===== config.mk =====
export PLATFORM = sky130hd
export DESIGN_NAME = mem_port_arbiter_flat
export DESIGN_NICKNAME = d
export VERILOG_FILES = /design/src/rtl/riscv_mem_pkg.sv /design/src/rtl/mem_port_arbiter_if.sv /design/src/rtl/arb_lat_cnt.sv /design/src/rtl/mem_port_arbiter.sv /design/src/flat_wrapper.sv
export SDC_FILE = /design/constraint.sdc
export NUM_CORES = 1
export LEC_CHECK = 0
export CAP_MARGIN = 20
export CORE_MARGIN = 3
export CORE_UTILIZATION = 37
export CTS_BUF_LIST = sky130_fd_sc_hd__clkbuf_16
export DETAILED_ROUTE_END_ITERATION = 8
export PLACE_DENSITY = 0.86
export SLEW_MARGIN = 20
export SYNTH_ARGS = -nofsm -noshare
export SYNTH_HDL_FRONTEND = slang
export SYNTH_HIERARCHICAL = 1
export SYNTH_SLANG_ARGS = --single-unit

===== constraint.sdc =====
create_clock -name clk -period 4.15 [get_ports clk]
set_input_delay 0.83 -clock clk [delete_from_list [all_inputs] [get_ports clk]]
set_output_delay 0.83 -clock clk [all_outputs]
set_load 0.02 [all_outputs]

===== src/rtl/riscv_mem_pkg.sv =====
// Shared definitions for the unified-memory arbiter.
//   arb_state_e    : arbiter FSM states (idle / waiting on memory)
//   arb_owner_e    : which requester owns the outstanding access
//   DEF_MEM_LAT    : default memory read latency in clock edges
//   DEF_STARVE_MAX : default number of back-to-back data grants tolerated
//                    while a fetch is pending
package riscv_mem_pkg;

    typedef enum logic {
        ARB_IDLE = 1'b0,
        ARB_WAIT = 1'b1
    } arb_state_e;

    typedef enum logic {
        OWN_IF = 1'b0,
        OWN_D  = 1'b1
    } arb_owner_e;

    localparam int DEF_MEM_LAT    = 2;
    localparam int DEF_STARVE_MAX = 4;

endpackage


===== src/rtl/mem_port_arbiter_if.sv =====
// Bundle of the fetch, load/store and memory-side signals of the arbiter.
//   slave  : the arbiter's view (takes requests and memory read data,
//            drives grants, responses, memory strobes and busy)
//   master : the surrounding pipeline/memory's view (the reverse)
interface mem_port_arbiter_if #(
    parameter int ADDR_W = 32,
    parameter int DATA_W = 32
);
    // fetch requester
    logic              if_req;
    logic [ADDR_W-1:0] if_addr;
    logic              if_gnt;
    logic              if_rvalid;
    logic [DATA_W-1:0] if_rdata;
    // load/store requester
    logic              d_req;
    logic              d_we;
    logic [ADDR_W-1:0] d_addr;
    logic [DATA_W-1:0] d_wdata;
    logic              d_gnt;
    logic              d_rvalid;
    logic [DATA_W-1:0] d_rdata;
    // unified memory
    logic              mem_en;
    logic              mem_we;
    logic [ADDR_W-1:0] mem_addr;
    logic [DATA_W-1:0] mem_wdata;
    logic [DATA_W-1:0] mem_rdata;
    // status
    logic              busy;

    modport slave (
        input  if_req, if_addr, d_req, d_we, d_addr, d_wdata, mem_rdata,
        output if_gnt, if_rvalid, if_rdata, d_gnt, d_rvalid, d_rdata,
               mem_en, mem_we, mem_addr, mem_wdata, busy
    );

    modport master (
        output if_req, if_addr, d_req, d_we, d_addr, d_wdata, mem_rdata,
        input  if_gnt, if_rvalid, if_rdata, d_gnt, d_rvalid, d_rdata,
               mem_en, mem_we, mem_addr, mem_wdata, busy
    );

endinterface


===== src/rtl/arb_lat_cnt.sv =====
// Loadable down-counter that times the memory latency.
//   clk, reset : clock, asynchronous active-high reset
//   load       : reload the counter with load_val (takes priority)
//   load_val   : value loaded on load
//   done       : count is 1, i.e. the current edge is the last of the wait
module arb_lat_cnt #(
    parameter int W = 2
) (
    input  logic         clk,
    input  logic         reset,
    input  logic         load,
    input  logic [W-1:0] load_val,
    output logic         done
);

    logic [W-1:0] cnt_reg;

    // Counts down to zero and parks there until the next load.
    always_ff @(posedge clk or posedge reset) begin
        if (reset) begin
            cnt_reg <= '0;
        end else if (load) begin
            cnt_reg <= load_val;
        end else if (cnt_reg != '0) begin
            cnt_reg <= cnt_reg - 1'b1;
        end
    end

    assign done = (cnt_reg == W'(1));

endmodule


===== src/rtl/mem_port_arbiter.sv =====
// Shares one single-ported, fixed-latency memory between instruction fetch
// and load/store. One access outstanding at a time; data wins ties unless a
// fetch has waited through STARVE_MAX data grants.
//   clk, reset : clock, asynchronous active-high reset
//   bus        : fetch / load-store request-response ports and memory port
//                (see mem_port_arbiter_if), busy = access outstanding
module mem_port_arbiter
    import riscv_mem_pkg::*;
#(
    parameter int ADDR_W     = 32,
    parameter int DATA_W     = 32,
    parameter int MEM_LAT    = DEF_MEM_LAT,
    parameter int STARVE_MAX = DEF_STARVE_MAX
) (
    input  logic                clk,
    input  logic                reset,
    mem_port_arbiter_if.slave   bus
);

    localparam int LAT_W = $clog2(MEM_LAT + 1);
    localparam int STV_W = $clog2(STARVE_MAX + 1);
    localparam logic [LAT_W-1:0] LAT_LOAD = LAT_W'(MEM_LAT);
    localparam logic [STV_W-1:0] STV_SAT  = STV_W'(STARVE_MAX);

    arb_state_e        state_reg;
    arb_owner_e        owner_reg;
    logic              store_reg;
    logic [STV_W-1:0]  starve_cnt_reg;
    logic [DATA_W-1:0] if_rdata_reg;
    logic [DATA_W-1:0] d_rdata_reg;
    logic              if_rvalid_reg;
    logic              d_rvalid_reg;

    logic arb_open;
    logic pick_if;
    logic gnt_if;
    logic gnt_d;
    logic lat_done;

    // Grants are combinational from the requests while idle. They are held
    // off during reset so nothing is presented to memory that the FSM
    // would not track.
    always_comb begin
        arb_open = (state_reg == ARB_IDLE) && !reset;
        pick_if  = bus.if_req && (!bus.d_req || (starve_cnt_reg == STV_SAT));
        gnt_if   = arb_open && pick_if;
        gnt_d    = arb_open && bus.d_req && !pick_if;
    end

    always_comb begin
        bus.mem_en    = gnt_if || gnt_d;
        bus.mem_we    = gnt_d && bus.d_we;
        bus.mem_addr  = '0;
        bus.mem_wdata = '0;
        if (gnt_d) begin
            bus.mem_addr  = bus.d_addr;
            bus.mem_wdata = bus.d_wdata;
        end else if (gnt_if) begin
            bus.mem_addr  = bus.if_addr;
        end
    end

    arb_lat_cnt #(.W(LAT_W)) u_lat_cnt (
        .clk      (clk),
        .reset    (reset),
        .load     (gnt_if || gnt_d),
        .load_val (LAT_LOAD),
        .done     (lat_done)
    );

    always_ff @(posedge clk or posedge reset) begin
        if (reset) begin
            state_reg      <= ARB_IDLE;
            owner_reg      <= OWN_IF;
            store_reg      <= 1'b0;
            starve_cnt_reg <= '0;
            if_rdata_reg   <= '0;
            d_rdata_reg    <= '0;
            if_rvalid_reg  <= 1'b0;
            d_rvalid_reg   <= 1'b0;
        end else begin
            if_rvalid_reg <= 1'b0;
            d_rvalid_reg  <= 1'b0;

            case (state_reg)
                ARB_IDLE: begin
                    if (gnt_if || gnt_d) begin
                        owner_reg <= gnt_if ? OWN_IF : OWN_D;
                        store_reg <= gnt_d && bus.d_we;
                        state_reg <= ARB_WAIT;
                    end
                end
                ARB_WAIT: begin
                    // mem_rdata is valid on exactly this edge; registering it
                    // keeps memory data off every combinational output path.
                    if (lat_done) begin
                        if (owner_reg == OWN_IF) begin
                            if_rdata_reg  <= bus.mem_rdata;
                            if_rvalid_reg <= 1'b1;
                        end else begin
                            d_rdata_reg   <= store_reg ? '0 : bus.mem_rdata;
                            d_rvalid_reg  <= 1'b1;
                        end
                        state_reg <= ARB_IDLE;
                    end
                end
                default: state_reg <= ARB_IDLE;
            endcase

            // Counts data grants that overtook a waiting fetch.
            if (gnt_if) begin
                starve_cnt_reg <= '0;
            end else if (gnt_d && bus.if_req && (starve_cnt_reg != STV_SAT)) begin
                starve_cnt_reg <= starve_cnt_reg + 1'b1;
            end
        end
    end

    assign bus.if_gnt    = gnt_if;
    assign bus.d_gnt     = gnt_d;
    assign bus.if_rvalid = if_rvalid_reg;
    assign bus.d_rvalid  = d_rvalid_reg;
    assign bus.if_rdata  = if_rdata_reg;
    assign bus.d_rdata   = d_rdata_reg;
    assign bus.busy      = (state_reg == ARB_WAIT);

endmodule


===== src/flat_wrapper.sv =====
// flat-port wrapper written by rule: the top's interface ports become plain ports
module mem_port_arbiter_flat import riscv_mem_pkg::*;
#(
    parameter int ADDR_W     = 32,
    parameter int DATA_W     = 32,
    parameter int MEM_LAT    = DEF_MEM_LAT,
    parameter int STARVE_MAX = DEF_STARVE_MAX
)
  (clk, reset, bus_if_req, bus_if_addr, bus_d_req, bus_d_we, bus_d_addr, bus_d_wdata, bus_mem_rdata, bus_if_gnt, bus_if_rvalid, bus_if_rdata, bus_d_gnt, bus_d_rvalid, bus_d_rdata, bus_mem_en, bus_mem_we, bus_mem_addr, bus_mem_wdata, bus_busy);
  mem_port_arbiter_if #(.ADDR_W(ADDR_W), .DATA_W(DATA_W)) bus_i ();
  input  logic clk;
  input  logic reset;
  input wire logic [$bits(bus_i.if_req)-1:0] bus_if_req;
  input wire logic [$bits(bus_i.if_addr)-1:0] bus_if_addr;
  input wire logic [$bits(bus_i.d_req)-1:0] bus_d_req;
  input wire logic [$bits(bus_i.d_we)-1:0] bus_d_we;
  input wire logic [$bits(bus_i.d_addr)-1:0] bus_d_addr;
  input wire logic [$bits(bus_i.d_wdata)-1:0] bus_d_wdata;
  input wire logic [$bits(bus_i.mem_rdata)-1:0] bus_mem_rdata;
  output wire logic [$bits(bus_i.if_gnt)-1:0] bus_if_gnt;
  output wire logic [$bits(bus_i.if_rvalid)-1:0] bus_if_rvalid;
  output wire logic [$bits(bus_i.if_rdata)-1:0] bus_if_rdata;
  output wire logic [$bits(bus_i.d_gnt)-1:0] bus_d_gnt;
  output wire logic [$bits(bus_i.d_rvalid)-1:0] bus_d_rvalid;
  output wire logic [$bits(bus_i.d_rdata)-1:0] bus_d_rdata;
  output wire logic [$bits(bus_i.mem_en)-1:0] bus_mem_en;
  output wire logic [$bits(bus_i.mem_we)-1:0] bus_mem_we;
  output wire logic [$bits(bus_i.mem_addr)-1:0] bus_mem_addr;
  output wire logic [$bits(bus_i.mem_wdata)-1:0] bus_mem_wdata;
  output wire logic [$bits(bus_i.busy)-1:0] bus_busy;
  assign bus_i.if_req = bus_if_req;
  assign bus_i.if_addr = bus_if_addr;
  assign bus_i.d_req = bus_d_req;
  assign bus_i.d_we = bus_d_we;
  assign bus_i.d_addr = bus_d_addr;
  assign bus_i.d_wdata = bus_d_wdata;
  assign bus_i.mem_rdata = bus_mem_rdata;
  assign bus_if_gnt = bus_i.if_gnt;
  assign bus_if_rvalid = bus_i.if_rvalid;
  assign bus_if_rdata = bus_i.if_rdata;
  assign bus_d_gnt = bus_i.d_gnt;
  assign bus_d_rvalid = bus_i.d_rvalid;
  assign bus_d_rdata = bus_i.d_rdata;
  assign bus_mem_en = bus_i.mem_en;
  assign bus_mem_we = bus_i.mem_we;
  assign bus_mem_addr = bus_i.mem_addr;
  assign bus_mem_wdata = bus_i.mem_wdata;
  assign bus_busy = bus_i.busy;
  mem_port_arbiter #(.ADDR_W(ADDR_W), .DATA_W(DATA_W), .MEM_LAT(MEM_LAT), .STARVE_MAX(STARVE_MAX)) u_core (.clk(clk), .reset(reset), .bus(bus_i));
endmodule

==> run metrics, run 1 <==
Starting Density=0.3859; synth warn=6; DR iter-0 viols=between 100 and 150; setup TNS=0 ps; register area share after synthesis=0.5144; worst slew pin tran=943.0 ps; top post-synthesis cells by area=dfrtp_1 51%, mux2_2 10%, a22o_1 8.0%, and2_1 5.7%, nand2b_1 5.6%; average cell area after synthesis=between 10 and 15 µm²; GPL Wtd Cong=0.8492; ANT cells=0; PortBufs=between 200 and 300; CTS tree=done; critical path peak fanout=33; Max-slew headroom=0.3704; Required @ worst endpoint=roughly 3300 ps; Hold Crit Class=reg -> reg; crit path kind=in -> out; Sequential cell area=1852 µm²; final worst-path cycle share=0.9110; wirelength, routed=about 12000 µm; Top FF cell, synth=dfrtp_1; Die Wd=104.6 µm; WL per Instance=around 17 µm; R2R setup slack=1840 ps; Multi-input gate area=about 1600 µm²; largest net degree at the start of global routing=66; Vias=3420; CTS buffer count=9; RSZ-0062 raised after global routing=no; post-synth cell types=29; Final Net Count=about 730; number of global-route vias before repair=about 3600; Rows=35; status=finished clean; top-area cell type share of the netlist area=0.5144; Pre-antenna DRT Iters=4; Fin Clk Skew=approximately 4.6 ps; Power Dens Cells=629.8 nW/µm²; share of layout cells above drive strength 1=0.09365; post-DR vias/cell=around 4.7; top-count cell post-synth=dfrtp_1; Mapped Nets=approximately 470; ys async rst share=1.000; DIE AREA=10950 µm²; GRT overflow=0; number of synthesized flops with an enable pin=0; hold buffers post-CTS=0; setup violators final=0; Leak=2.801 nW; Area Growth Syn to Fin=84.67%; number of synthesized register bits=74; post-synthesis cell count=336; Worst setup EP type=primary output; dpl hpwl=about 9800 µm; max-slew violations=0; I/O Pins=about 270; initial antenna violation count=0; # H-tree levels=3; Clk pin slew, worst setup/hold paths=~50 ps; clk sinks=74; WHS=478.5 ps; startpoint types=input pin; Root Buffer=clkbuf_16; setup bufs post-CTS=0; FMAX=264.5 MHz; CP Data Arrival Time=~3000 ps; Clk Latency, worst-skew pair=between 300 and 400 ps; Bufs on Longest Clock Path=2; Final min period=approximately 3800 ps; Synth area leader=dfrtp_1; Total Routing Usage GR=0.2194; post-CTS resize count=0; Die Y=approximately 100 µm; first-pass GRT wire length=~19000 µm; Fill cells=around 690; Design Power=0.004187 W; core region area=~9300 µm²; final antenna-violating net count=0; Mapped Area=approximately 3600 µm²; Max-cap violations=0; Remaining DRCs=0; Post-synth top cells=74 x dfrtp_1, 36 x nand2_1, 36 x o21ai_0, 33 x a22o_1, 33 x and2_1; maximum vdd drop=between 200 and 300 µV; final hold vios=0
cells in the final DEF, fill, tap and decap left out, types with 2 or more instances in the layout:
cell type,instances
clkdlybuf4s50_1,267
buf_4,3
dfrtp_1,74
clkbuf_16,9
nand3_1,2
and2_1,33
conb_1,2
nand2_1,36
nand2b_1,32
ha_1,4
nor2_1,3
mux2_2,32
a22o_1,33
buf_12,2
inv_1,12
o21ai_0,36
power breakdown:
group | switching, W | internal, W | total (W)
clock network | 0.000268 | 0.000453 | 0.000721
logic | 0.00104 | 0.00113 | 0.00216
registers | 0.000230 | 0.00107 | 0.00130
total | 0.00154 | 0.00265 | 0.00419
final timing paths:
kind                                                    startpoint                                      end  depth (start not counted)
setup / recovery                                        bus_if_req                         bus_mem_addr[20]                          6
hold reg to reg                 u_core/bus.d_rdata[19]$_DFFE_PP0P_       u_core/bus.d_rdata[19]$_DFFE_PP0P_                          2
hold / removal                  u_core/bus.d_rdata[19]$_DFFE_PP0P_       u_core/bus.d_rdata[19]$_DFFE_PP0P_                          2
max in group asynchronous                                    reset        u_core/bus.d_rdata[5]$_DFFE_PP0P_                          3
min in group asynchronous                                    reset  u_core/u_lat_cnt/cnt_reg[0]$_DFFE_PP0P_                          2
setup reg to reg           u_core/u_lat_cnt/cnt_reg[1]$_DFFE_PP0P_       u_core/bus.if_rdata[0]$_DFFE_PP0P_                          5
worst max-delay path: stages:
cell and delay (ps):
clkdlybuf4s50_1 540, or3b_4 430, nor2_4 150, buf_12 200
a22o_1 170, clkdlybuf4s50_1 620
cells by family (layout without fill, tap and decap cells):
kind of cell,after synthesis,after routing,synth area share
multiplexers,32,32,0.1001
XOR/XNOR,2,2,0.004867
flip-flops,74,74,0.5144
adder cells (fa/ha/maj),4,4,0.01390
other,2,2,0.002086
AO/OA/AOI/OAI,73,73,0.1387
AND/OR/NAND/NOR,114,114,0.1762
buffers and inverters,35,297,0.04970
cell type report:
class                           count  area share
Timing Repair Buffer              272      0.4114
Sequential cell                    74      0.2786
Multi-Input combinational cell    227      0.2381
Clock buffer                        9     0.03388
Tap cell                          129     0.02428
Clock inverter                      5    0.007529
Inverter                           11    0.006211
routing by layer:
metal	up-vias	wire length (µm)	part of all wire	GRT usage
met5	-	0	0	0
li1	1655	-	-	-
met4	0	184	0.015	0.06935
met3	12	858	0.071	0.05621
met1	1613	4428	0.36	0.2396
met2	140	6688	0.55	0.4128
through the flow:
step | area [µm²] | setup WS, ps | cells | util
3_3_place_gp | 6365 | 425.9 | 713 | 0.6824
5_1_grt | 6648 | 290.5 | 727 | 0.7127
2_1_floorplan | 3600 | 1423 | 336 | -
6_report | 6648 | 369.3 | 727 | 0.7127
3_5_place_dp | 6365 | 381.3 | 713 | 0.6824
4_1_cts | 6640 | 380.8 | 727 | 0.7119
No activity file was read; power rests on OpenSTA's default activity.
==> run 2, diff against run 1 <==
--- a/config.mk
+++ b/config.mk
@@ -10,7 +10,9 @@
 export CORE_UTILIZATION = 37
 export CTS_BUF_LIST = sky130_fd_sc_hd__clkbuf_16
 export DETAILED_ROUTE_END_ITERATION = 8
+export GPL_TIMING_DRIVEN = 0
 export PLACE_DENSITY = 0.86
+export REMOVE_ABC_BUFFERS = 1
 export SLEW_MARGIN = 20
 export SYNTH_ARGS = -nofsm -noshare
 export SYNTH_HDL_FRONTEND = slang
==> run 2 against run 1 <==
Compared with the run above: worst hold slack improved by 5.4 ps; total power increased by 4.0%; wire length rose by 10%; global-route usage grew 2.6 points; largest power group unchanged; maximum frequency down 4.6%; clock-buffer cell count stayed put; die area did not move; cell area grew 1.2%; combinational power rose by 3%; sequential power about the same; final cell count increased by 0.41%; critical path type unchanged.
==> run metrics, run 2 (synthesis gave the netlist of run 1 again) <==
status=finished clean; Clock Power Share=0.189; share of layout cells above drive strength 1=0.09983; Bufs on Longest Clock Path=2; dpl ws=-57.51 ps; Die Y=around 100 µm; crit-path cells=clkdlybuf4s50_1, or3b_4, nor2_4, a22o_1, clkdlybuf4s50_1; Sequential cell area=approximately 1900 µm²; maximum vdd drop=between 200 and 300 µV; startpoint types=input pin; # H-tree levels=3; Root Buffer=clkbuf_16; Critical-path top delay cell=clkdlybuf4s50_1; Post-DP Area=between 6000 and 7000 µm²; Clk Latency, worst-skew pair=about 330 ps; GRT overflow=0; Leak=~2.8 nW; Vias=3493; Seq pwr share=0.302; final worst-path cycle share=0.9547; I/O Pins=between 200 and 300; Area Growth Syn to Fin=86.86%; WL per Instance=18.35 µm; DR iter-0 viols=roughly 160; Max-cap violations=0; first-pass GRT wire length=around 21000 µm; initial antenna violation count=0; worst slew pin tran=around 910 ps; CTS buffer count=9; dpl hpwl=between 10000 and 15000 µm; Total Routing Usage GR=0.2451; Pre-antenna DRT Iters=4; Comb pwr share=0.509; fin util=0.7211; setup bufs post-CTS=0; Psw=0.001611 W; RSZ-0062 raised after global routing=no; CTS tree=done; Hold Crit Class=reg -> reg; clk sinks=74; critical path peak fanout=18; max-slew violations=0; WHS=a little under 500 ps; commonest cells after routing, fill and taps aside=267 x clkdlybuf4s50_1, 74 x dfrtp_1, 36 x nand2_1, 36 x o21ai_0; Multi-input gate area=roughly 1600 µm²; post-DR vias/cell=~4.8; Clk pin slew, worst setup/hold paths=~60 ps; Rows=35; Starting Density=0.3859; commonest non-fill, non-tap cell in the layout=clkdlybuf4s50_1; Worst setup EP type=primary output; FMAX=around 250 MHz; top cell family by delay on the critical path=buffers and inverters; Max-slew headroom=0.3926; number of global-route vias before repair=approximately 3800; Fill cells=between 600 and 700; sw frac=0.3702; Remaining DRCs=0; R2R setup slack=2120 ps; DIE AREA=around 11000 µm²; Required @ worst endpoint=between 3000 and 4000 ps; setup violators final=0; ANT cells=0; P_int=0.002741 W; largest net degree at the start of global routing=56; final antenna-violating net count=0; PortBufs=about 270; Fin Clk Skew=about 7.6 ps; CP dominant cell by count=clkdlybuf4s50_1; setup slack after layout=approximately 190 ps; wirelength, routed=13400 µm; Final min period=between 3000 and 4000 ps; Die Wd=between 100 and 150 µm; Finished Cell Area=between 6000 and 7000 µm²; CP Data Arrival Time=roughly 3100 ps; core region area=between 9000 and 10000 µm²; Max stage delay on crit path=~650 ps; crit path kind=in -> out; hold buffers post-CTS=0; Power Dens Cells=approximately 650 nW/µm²; worst path buffer plus inverter count=2; final hold vios=0; GPL Wtd Cong=about 0.86; Final Net Count=733
## run 2: layer usage
layer / vias to the layer above / part of all wire / global-route usage
li1: 1656 / - / -
met1: 1642 / 0.36 / 0.2679
met2: 172 / 0.54 / 0.4511
met3: 23 / 0.080 / 0.07165
met4: 0 / 0.025 / 0.08435
met5: - / 0 / 0
## run 2: worst min-delay path, delay by kind of cell, from the launching register on
family / cells / cell delay (ps)
and+or+nand+nor: 1 / 50
DFF: 1 / 340
AOI/OAI and AO/OA: 1 / 60
## run 2: worst paths after layout
| kind | to | startpoint | depth (start not counted) |
|---|---|---|---|
| setup / recovery | bus_mem_addr[12] | bus_if_req | 5 |
| min in group asynchronous | u_core/u_lat_cnt/cnt_reg[0]$_DFFE_PP0P_ | reset | 2 |
| max in group asynchronous | u_core/bus.if_rdata[7]$_DFFE_PP0P_ | reset | 3 |
| hold / removal | u_core/bus.d_rdata[18]$_DFFE_PP0P_ | u_core/bus.d_rdata[18]$_DFFE_PP0P_ | 2 |
| hold reg to reg | u_core/bus.d_rdata[18]$_DFFE_PP0P_ | u_core/bus.d_rdata[18]$_DFFE_PP0P_ | 2 |
| setup reg to reg | u_core/bus.if_rdata[9]$_DFFE_PP0P_ | u_core/u_lat_cnt/cnt_reg[1]$_DFFE_PP0P_ | 6 |
## run 2: timing repair
action,CTS,global route
endpoints found under the hold margin,0,0
setup endpoints to repair,8,0
resized for setup,1,0
## run 2: final cells by class
| cell class | count | area share |
|---|---|---|
| Timing Repair Buffer | 272 | 0.4113 |
| Clock buffer | 9 | 0.03348 |
| Multi-Input combinational cell | 228 | 0.2359 |
| Tap cell | 129 | 0.02400 |
| Inverter | 11 | 0.006510 |
| Clock inverter | 7 | 0.01358 |
| Sequential cell | 74 | 0.2753 |
## run 2: stage by stage
stage	instances	total power (W)	TNS, ps
2_1_floorplan	312	0.002367	0
3_3_place_gp	708	0.003422	-37380
3_5_place_dp	713	0.003537	-231.3
4_1_cts	730	0.004387	0
5_1_grt	730	0.004584	0
6_report	730	0.004353	0
## run 2: power by group through the flow
stage	logic, W	clock network [W]	registers, W
after global routing	0.00235	0.000862	0.00137
final	0.00222	0.000821	0.00131
after global placement	0.00213	0	0.00129
after CTS	0.00224	0.000831	0.00132
after floorplan	0.000705	0	0.00166
after detailed placement	0.00221	0	0.00132
==> run 3, diff against run 2 <==
--- a/config.mk
+++ b/config.mk
@@ -6,12 +6,12 @@
 export NUM_CORES = 1
 export LEC_CHECK = 0
 export CAP_MARGIN = 20
-export CORE_MARGIN = 3
-export CORE_UTILIZATION = 37
+export CORE_AREA = 3 3 102 104
 export CTS_BUF_LIST = sky130_fd_sc_hd__clkbuf_16
 export DETAILED_ROUTE_END_ITERATION = 8
+export DIE_AREA = 0 0 105 107
+export DONT_BUFFER_PORTS = 1
 export GPL_TIMING_DRIVEN = 0
-export PLACE_DENSITY = 0.86
 export REMOVE_ABC_BUFFERS = 1
 export SLEW_MARGIN = 20
 export SYNTH_ARGS = -nofsm -noshare
==> constraint.sdc (replaced) <==
create_clock -name clk -period 4.7 [get_ports clk]
set_input_delay 0.94 -clock clk [delete_from_list [all_inputs] [get_ports clk]]
set_output_delay 0.94 -clock clk [all_outputs]
set_load 0.02 [all_outputs]
==> run 3 against run 2 <==
Compared with the run above: sequential power up 18%; utilization down 31 points; global-route usage down 4.4 points; wire length down 12%; combinational power down 66%; clock-buffer cell count unchanged; final cell count down 37%; clock power down 29%; sequential share of layout area up 19 points; non-clock buffer count down 268.
==> run metrics, run 3 (synthesis gave the netlist of run 1 again) <==
WL per Instance=~25 µm; Worst setup EP type=primary output; Max-cap violations=0; post-DR vias/cell=about 5.3; critical path peak fanout=35; final worst-path cycle share=0.7370; first-pass GRT wire length=16390 µm; Bufs on Longest Clock Path=2; # H-tree levels=3; P_int=around 0.0016 W; Rows=36; initial antenna violation count=3; commonest cells after routing, fill and taps aside=74 x dfrtp_1, 36 x nand2_1, 36 x o21ai_0; commonest non-fill, non-tap cell in the layout=dfrtp_1; Root Buffer=clkbuf_16; placed cell count=around 450; clk sinks=74; I/O Pins=~270; Die Y=approximately 110 µm; RSZ-0062 raised after global routing=no; max-slew violations=0; setup bufs post-CTS=0; Hold Crit Class=in -> async; share of layout cells above drive strength 1=0.1667; Power Dens Cells=approximately 730 nW/µm²; Total Routing Usage GR=0.2012; Required @ worst endpoint=between 3000 and 4000 ps; ANT cells=0; Max-slew headroom=0.3732; Max stage delay on crit path=~670 ps; Clk pin slew, worst setup/hold paths=around 60 ps; FMAX=roughly 290 MHz; Starting Density=0.3734; status=finished clean; crit path kind=in -> out; GPL Wtd Cong=slightly above 0.8; Critical-path top delay cell=nor2_4; WHS=~350 ps; Area Growth Syn to Fin=10.36%; Clk Latency, worst-skew pair=~330 ps; crit-path cells=or3b_4, nor2_4, a22o_1; setup violators final=0; worst slew pin tran=~940 ps; largest net degree at the start of global routing=66; Vias=roughly 2500; PortBufs=0; number of global-route vias before repair=approximately 2500; setup TNS=0 ps; startpoint types=input pin; Die Wd=~110 µm; dpl hpwl=between 9000 and 10000 µm; Fin Clk Skew=about 8.2 ps; DR iter-0 viols=102; CTS buffer count=9; Final Net Count=roughly 460; Final min period=approximately 3500 ps; post-CTS resize count=0; DIE AREA=11240 µm²; maximum vdd drop=a little over 200 µV; final hold vios=0; core region area=just under 10000 µm²; Leak=approximately 1.8 nW; Remaining DRCs=0; CTS tree=done; Comb pwr share=0.261; Pre-antenna DRT Iters=5; Design Power=about 0.0029 W; sw frac=0.4338; CP Data Arrival Time=2520 ps; Clock Power Share=0.202; hold buffers post-CTS=0; GRT overflow=0; non-filler cells, final=roughly 460; final antenna-violating net count=0; Psw=roughly 0.0013 W; Seq pwr share=0.536; wirelength, routed=about 12000 µm
run 3: cell types whose count changed in the layout (fill, tap and decap cells not counted):
cell,delta
buf_12,-1
buf_6,-1
buf_8,+1
bufinv_16,-2
clkdlybuf4s50_1,-267
clkinv_4,-1
clkinvlp_4,+1
inv_1,+1
inv_6,-1
nand3_2,-1
nand3_4,+1
nor2_4,-1
run 3: critical path, delay by kind of cell:
family / cells / cell delay, ps
simple gates: 2 / 1070
compound gates: 1 / 500
run 3: power by group through the flow:
stage          registers (W)  clock network (W)  logic (W)
2_1_floorplan        0.00147                  0   0.000622
3_3_place_gp         0.00156                  0   0.000730
3_5_place_dp         0.00158                  0   0.000768
4_1_cts              0.00156           0.000608   0.000769
5_1_grt              0.00160           0.000635   0.000853
6_report             0.00155           0.000586   0.000757
run 3: path summary, 6_finish.rpt:
check                                                   startpoint                                 endpoint  slack (ps)  depth (start not counted)
max                                                          reset                         bus_mem_addr[10]        1240                          3
min                                                          reset  u_core/u_lat_cnt/cnt_reg[1]$_DFFE_PP0P_         350                          1
max reg2reg                u_core/u_lat_cnt/cnt_reg[1]$_DFFE_PP0P_      u_core/bus.if_rdata[18]$_DFFE_PP0P_        2610                          6
min reg2reg                   u_core/starve_cnt_reg[0]$_DFFE_PP0P_     u_core/starve_cnt_reg[0]$_DFFE_PP0P_         530                          1
max in group asynchronous                                    reset      u_core/bus.if_rdata[21]$_DFFE_PP0P_        3720                          2
min in group clk              u_core/starve_cnt_reg[0]$_DFFE_PP0P_     u_core/starve_cnt_reg[0]$_DFFE_PP0P_         530                          1
run 3: layout make-up:
class / instances / area [µm²]
inverter: 11 / 43.79
clock buffer: 9 / 225.2
sequential: 74 / 1852
clock inverter: 5 / 25.02
fill: 967 / 5667
multi-input combinational: 227 / 1583
timing repair buffer: 4 / 77.57
tap: 133 / 166.4
run 3: metal layers:
metal | vias to the layer above | part of all wire | track usage
met2 | 155 | 0.49 | 0.3291
met3 | 15 | 0.12 | 0.08007
met5 | - | 0.0051 | 0
li1 | 1110 | - | -
met4 | 6 | 0.0078 | 0.06186
met1 | 1181 | 0.37 | 0.2447
run 3: metrics by stage:
| stage | util | instance area [µm²] | worst slack (ps) |
|---|---|---|---|
| 2_1_floorplan | - | 3462 | 1074 |
| 3_3_place_gp | 0.3764 | 3628 | 579.3 |
| 3_5_place_dp | 0.3862 | 3722 | 1204 |
| 4_1_cts | 0.4121 | 3973 | 1189 |
| 5_1_grt | 0.4121 | 3973 | 1088 |
| 6_report | 0.4121 | 3973 | 1236 |
